[config.mk]
export PLATFORM = sky130hd
export DESIGN_NAME = gate_controller
export DESIGN_NICKNAME = d
export VERILOG_FILES = /design/src/rtl/gate_controller.sv
export SDC_FILE = /design/constraint.sdc
export NUM_CORES = 1
export LEC_CHECK = 0
export ABC_AREA = 1
export BUFFER_PORTS_ARGS = -buffer_cell sky130_fd_sc_hd__buf_2
export CAP_MARGIN = 0
export CORE_UTILIZATION = 51
export CTS_CLUSTER_SIZE = 40
export DETAILED_ROUTE_END_ITERATION = 7
export PLACE_DENSITY = 0.7
export SYNTH_ARGS = -nofsm -noshare
export SYNTH_HDL_FRONTEND = slang
export SYNTH_SLANG_ARGS = --single-unit
[constraint.sdc]
create_clock -name clk -period 1.7 [get_ports clk]
set_input_delay 0.085 -clock clk [delete_from_list [all_inputs] [get_ports clk]]
set_output_delay 0.085 -clock clk [all_outputs]
set_load 0.005 [all_outputs]
[src/rtl/gate_controller.sv]
// gate_controller: servo-driven parking gate with frame-synchronous PWM,
// open-hold timer, obstruction reversal and a sticky fail-safe fault.
module gate_controller #(
    parameter int PWM_PERIOD    = 1000,
    parameter int PULSE_CLOSED  = 50,
    parameter int STEP          = 5,
    parameter int MOVE_PERIODS  = 10,
    parameter int HOLD_PERIODS  = 20,
    parameter int MAX_REVERSALS = 3
) (
    input  logic       clk,
    input  logic       reset,
    input  logic       door_open,
    input  logic       detected,
    output logic       servo_pwm,
    output logic [1:0] gate_state,
    output logic       gate_busy,
    output logic       car_passed,
    output logic       fault
);
    localparam int PULSE_MAX = PULSE_CLOSED + MOVE_PERIODS * STEP;
    localparam int CW = $clog2(PWM_PERIOD + PULSE_MAX + 1);
    localparam int PW = $clog2(MOVE_PERIODS + 1);
    localparam int HW = $clog2(HOLD_PERIODS + 1);
    localparam int RW = $clog2(MAX_REVERSALS + 1);
    typedef enum logic [1:0] {CLOSED = 2'd0, OPENING = 2'd1, OPEN = 2'd2, CLOSING = 2'd3} state_t;
    state_t        state, state_n;
    logic [CW-1:0] pwm_cnt, pulse_w;
    logic [PW-1:0] pos, pos_n;
    logic [HW-1:0] hold_cnt, hold_n;
    logic [RW-1:0] rev_cnt, rev_n;
    logic          det_q, tick, hold_done;
    assign tick       = pwm_cnt == CW'(PWM_PERIOD - 1);
    assign hold_done  = hold_cnt == HW'(HOLD_PERIODS - 1);
    assign gate_state = state;
    assign gate_busy  = state == OPENING || state == CLOSING;
    // Detection has priority over a coincident step so a reversal never loses a position.
    always_comb begin
        state_n = state;
        pos_n   = pos;
        hold_n  = hold_cnt;
        rev_n   = rev_cnt;
        case (state)
            CLOSED: state_n = door_open && !fault ? OPENING : CLOSED;
            OPENING: if (tick) begin
                pos_n = pos == PW'(MOVE_PERIODS) ? pos : pos + 1'b1;
                if (pos_n == PW'(MOVE_PERIODS)) begin
                    state_n = OPEN;
                    hold_n  = '0;
                end
            end
            OPEN: if (door_open || detected) hold_n = '0;
            else if (tick) begin
                hold_n  = hold_done ? hold_cnt : hold_cnt + 1'b1;
                state_n = hold_done && !fault ? CLOSING : OPEN;
            end
            CLOSING: if (detected) begin
                state_n = OPENING;
                rev_n   = rev_cnt == RW'(MAX_REVERSALS) ? rev_cnt : rev_cnt + 1'b1;
            end else if (door_open) state_n = OPENING;
            else if (tick) begin
                pos_n = pos - 1'b1;
                if (pos_n == '0) begin
                    state_n = CLOSED;
                    rev_n   = '0;
                end
            end
            default: ;
        endcase
    end
    always_ff @(posedge clk or negedge reset) begin
        if (!reset) begin
            state      <= CLOSED;
            pos        <= '0;
            pwm_cnt    <= '0;
            hold_cnt   <= '0;
            rev_cnt    <= '0;
            pulse_w    <= CW'(PULSE_CLOSED);
            servo_pwm  <= 1'b0;
            car_passed <= 1'b0;
            fault      <= 1'b0;
            det_q      <= 1'b0;
        end else begin
            pwm_cnt    <= tick ? '0 : pwm_cnt + 1'b1;
            if (pwm_cnt == '0) pulse_w <= CW'(PULSE_CLOSED) + CW'(pos) * CW'(STEP);
            servo_pwm  <= pwm_cnt < pulse_w;
            state      <= state_n;
            pos        <= pos_n;
            hold_cnt   <= hold_n;
            rev_cnt    <= rev_n;
            fault      <= fault || rev_n == RW'(MAX_REVERSALS);
            det_q      <= detected;
            car_passed <= det_q && !detected && state == OPEN;
        end
    end
endmodule

==> metrics <==
outcome finished with violations; violated checks negative setup slack; worst-path maximum fanout 4; maximum VDD drop 0.000483 V; share of the cycle needed by the critical path after routing 102%; wire length of the first global-routing pass 8570 µm; Routed WL per cell 13.0 µm; highest clock rate 575 MHz; total count of hold-check failures in the final report 0; instance count of the mapped netlist 294; antenna diode instance count 0; Worst-path clk slew 0.07 ns; leading cell type by number of instances after synthesis sky130_fd_sc_hd__nand2_1; Mapped Area 2420 µm²; initial standard-cell utilization of the core 54.5%; post-route worst hold slack 0.217 ns; area fraction of the dominant cell type after synthesis 34.1%; WP data arrival 1.90 ns; Detailed Routing Iterations Pass 1 4; pin count of the biggest net entering global routing 20; worst skew pair latency 0.28 ns; Port Buffer Count 9; cells along the critical path ha_4 -> ha_4 -> ha_4 -> a21oi_1 -> o21ai_1 -> xor2_1 -> o21ai_1; buffer type at the clock tree root sky130_fd_sc_hd__clkbuf_8; largest stage delay on the critical path 0.47 ns; Min Clock Period, post-route 1.74 ns; RSZ-0062 raised after global routing true; CP Class register to register; total count of max-transition violations in the final report 0; area of the placeable core 4440 µm²; CTS H-Tree Depth 2; vias in the first global route 1992; Syn Nets 327; proportion of synthesized chip area in sequential cells 37.3%; total wire length after detailed routing 5120 µm; most used standard cells in the synthesized netlist sky130_fd_sc_hd__nand2_1 (57), sky130_fd_sc_hd__inv_1 (44), sky130_fd_sc_hd__dfrtp_1 (33); Setup Skew 0.00486 ns; Crit. path cell count 7; gr usage total 21.6%; most common cell type on the critical path sky130_fd_sc_hd__ha_4; placer congestion estimate 0.841; Async S/R FF share, synth 100%; Cell Rows 24; top cells by area, synth sky130_fd_sc_hd__dfrtp_1 (34%), sky130_fd_sc_hd__ha_1 (15%), sky130_fd_sc_hd__nand2_1 (8.8%); number of flops mapped to enable cells by yosys 0; die height 70.9 µm; utilization after layout 71.1%; mean number of vias per cell 5.22; CP Launch Type register; hold path cells 5; Longest Clk Path Bufs 2; drt first-iter violations 75; Synth cell types 35; Least-Margin Pin Slew 0.454 ns; HPWL Detailed 3570 µm; count of vias placed by the detailed router 2053; buffering stage count on the worst path with inverters included 0; Synth Register Bits 36; number of CTS-inserted buffers 5; Warnings, synthesis 0; total DRC errors in the routed layout 0; post-route ant nets 0; number of antenna violations at the first check in global routing 0; setup-violating endpoint count in the final report 2; horizontal die dimension 70.9 µm; Top FF cell, synth sky130_fd_sc_hd__dfrtp_1; kind of path behind the tightest hold check input pin to register; Clock Sinks 36; cell with the largest stage delay on the worst path sky130_fd_sc_hd__dfrtp_2; minimum setup slack in the final design -0.0387 ns; Remaining Overflow, GRT 0; MaxCap Viol Count 0; power density over the cells 482 nW/µm²; layout cell share with drive strength beyond 1 34.3%; Boundary Pins 10; Net count, final 373; CTS tree yes; Mapped Avg Cell Area 8.24 µm²; endpoint type of the worst setup path register; kind of cell adding the most delay to the critical path adder cells; worst r2r path cells 7; worst relative slew slack 69.7%; area growth from synthesis to layout 30.5%; data required time of the critical path 1.87 ns; leakage power 1.53 nW; total die area 5030 µm²; dominant cell type by area after synthesis sky130_fd_sc_hd__dfrtp_1
## metal layers
layer	vias up	track usage (%)	routed length, µm
met5	-	0	0
met4	0	8.00	53
li1	1042	-	-
met2	34	36.8	2520
met3	6	3.85	133
met1	971	27.7	2410
## cell families after synthesis
kind of cell | after synthesis | synth area share, %
DFF | 36 | 37.3
AOI/OAI and AO/OA | 45 | 10.8
xor gates and xnor gates | 10 | 3.62
buffers and inverters | 46 | 7.49
and+or+nand+nor | 128 | 25.8
adders and majority gates | 29 | 15.0
## layout make-up
cell class,instances,area [µm²]
sequential,36,911
timing repair buffer,41,314
clock buffer,8,90.1
multi-input combinational,212,1610
inverter,44,173
tap,52,65.1
fill,331,1280
## state kept, by name, indices dropped and copies added, names as in the netlist
register / cells
car_passed: 1
det_q: 1
fault: 1
gate_state: 2
hold_cnt: 5
pos: 4
pulse_w: 8
pwm_cnt: 11
rev_cnt: 2
servo_pwm: 1
## worst reg2reg max path, stage by stage (launching register included)
cell and delay [ns]:
sky130_fd_sc_hd__dfrtp_2 0.47, sky130_fd_sc_hd__ha_4 0.27, sky130_fd_sc_hd__ha_4 0.16, sky130_fd_sc_hd__ha_4 0.27, sky130_fd_sc_hd__a21oi_1 0.06, sky130_fd_sc_hd__o21ai_1 0.16, sky130_fd_sc_hd__xor2_1 0.15, sky130_fd_sc_hd__o21ai_1 0.07
## stage by stage
step	power [mW]	cells	worst slack, ns	setup TNS (ns)	instance area [µm²]
global placement	0.907	377	-0.182	-0.632	2750
floorplan	0.878	294	-0.0338	-0.0338	2460
global route	1.59	393	-0.108	-0.581	3160
CTS	1.54	389	-0.0157	-0.0909	2970
finish	1.52	393	-0.0387	-0.0685	3160
detailed placement	0.907	377	-0.183	-0.722	2750
## where the power goes
part	switching, mW	leakage [nW]	internal [mW]	total (mW)
clock network	0.299	0.0455	0.331	0.630
registers	0.000253	0.435	0.857	0.858
logic	0.0243	1.05	0.0114	0.0357
## cells in the final DEF (no fill, tap or decap), types with 4 or more instances in the layout
cell type                  synthesis  routed
sky130_fd_sc_hd__xor2_1            7       6
sky130_fd_sc_hd__nand2_4           1       4
sky130_fd_sc_hd__inv_1            44      38
sky130_fd_sc_hd__nand2_1          57      49
sky130_fd_sc_hd__nand3_2           4       6
sky130_fd_sc_hd__nand2_2           8      13
sky130_fd_sc_hd__o21ai_0           8       6
sky130_fd_sc_hd__ha_4              0      11
sky130_fd_sc_hd__a21oi_1          13      13
sky130_fd_sc_hd__nor2_2            2       4
sky130_fd_sc_hd__dfrtp_1          33      28
sky130_fd_sc_hd__buf_2             1       9
sky130_fd_sc_hd__nand3_1          18      15
sky130_fd_sc_hd__clkbuf_8          0       6
sky130_fd_sc_hd__ha_1             29      18
sky130_fd_sc_hd__nor2_1           23      19
sky130_fd_sc_hd__buf_4             0      26
sky130_fd_sc_hd__dfrtp_2           0       5
sky130_fd_sc_hd__o21ai_1          10      12
## final timing paths
kind                                   startpoint                endpoint  slack (ns)
setup / recovery               pos[1]$_DFFE_PN0P_  pulse_w[6]$_DFFE_PN0N_       -0.04
max in group asynchronous                   reset  pulse_w[5]$_DFFE_PN1N_        0.89
min in group asynchronous                   reset  pulse_w[0]$_DFFE_PN0N_        0.28
hold reg to reg            pulse_w[5]$_DFFE_PN1N_  pulse_w[5]$_DFFE_PN1N_        0.47
setup reg to reg               pos[1]$_DFFE_PN0P_  pulse_w[6]$_DFFE_PN0N_       -0.04
hold / removal                          door_open    rev_cnt[1]$_DFF_PN0_        0.22
## repair_timing
item / CTS / global route
hold buffers: 2 / 0
pin swaps: 17 / 22
hold endpoints to repair: 17 / 0
buffers inserted: 2 / 4
gates resized for setup: 23 / 33
setup endpoints to repair: 11 / 16
No activity file was read; power rests on OpenSTA's default activity.
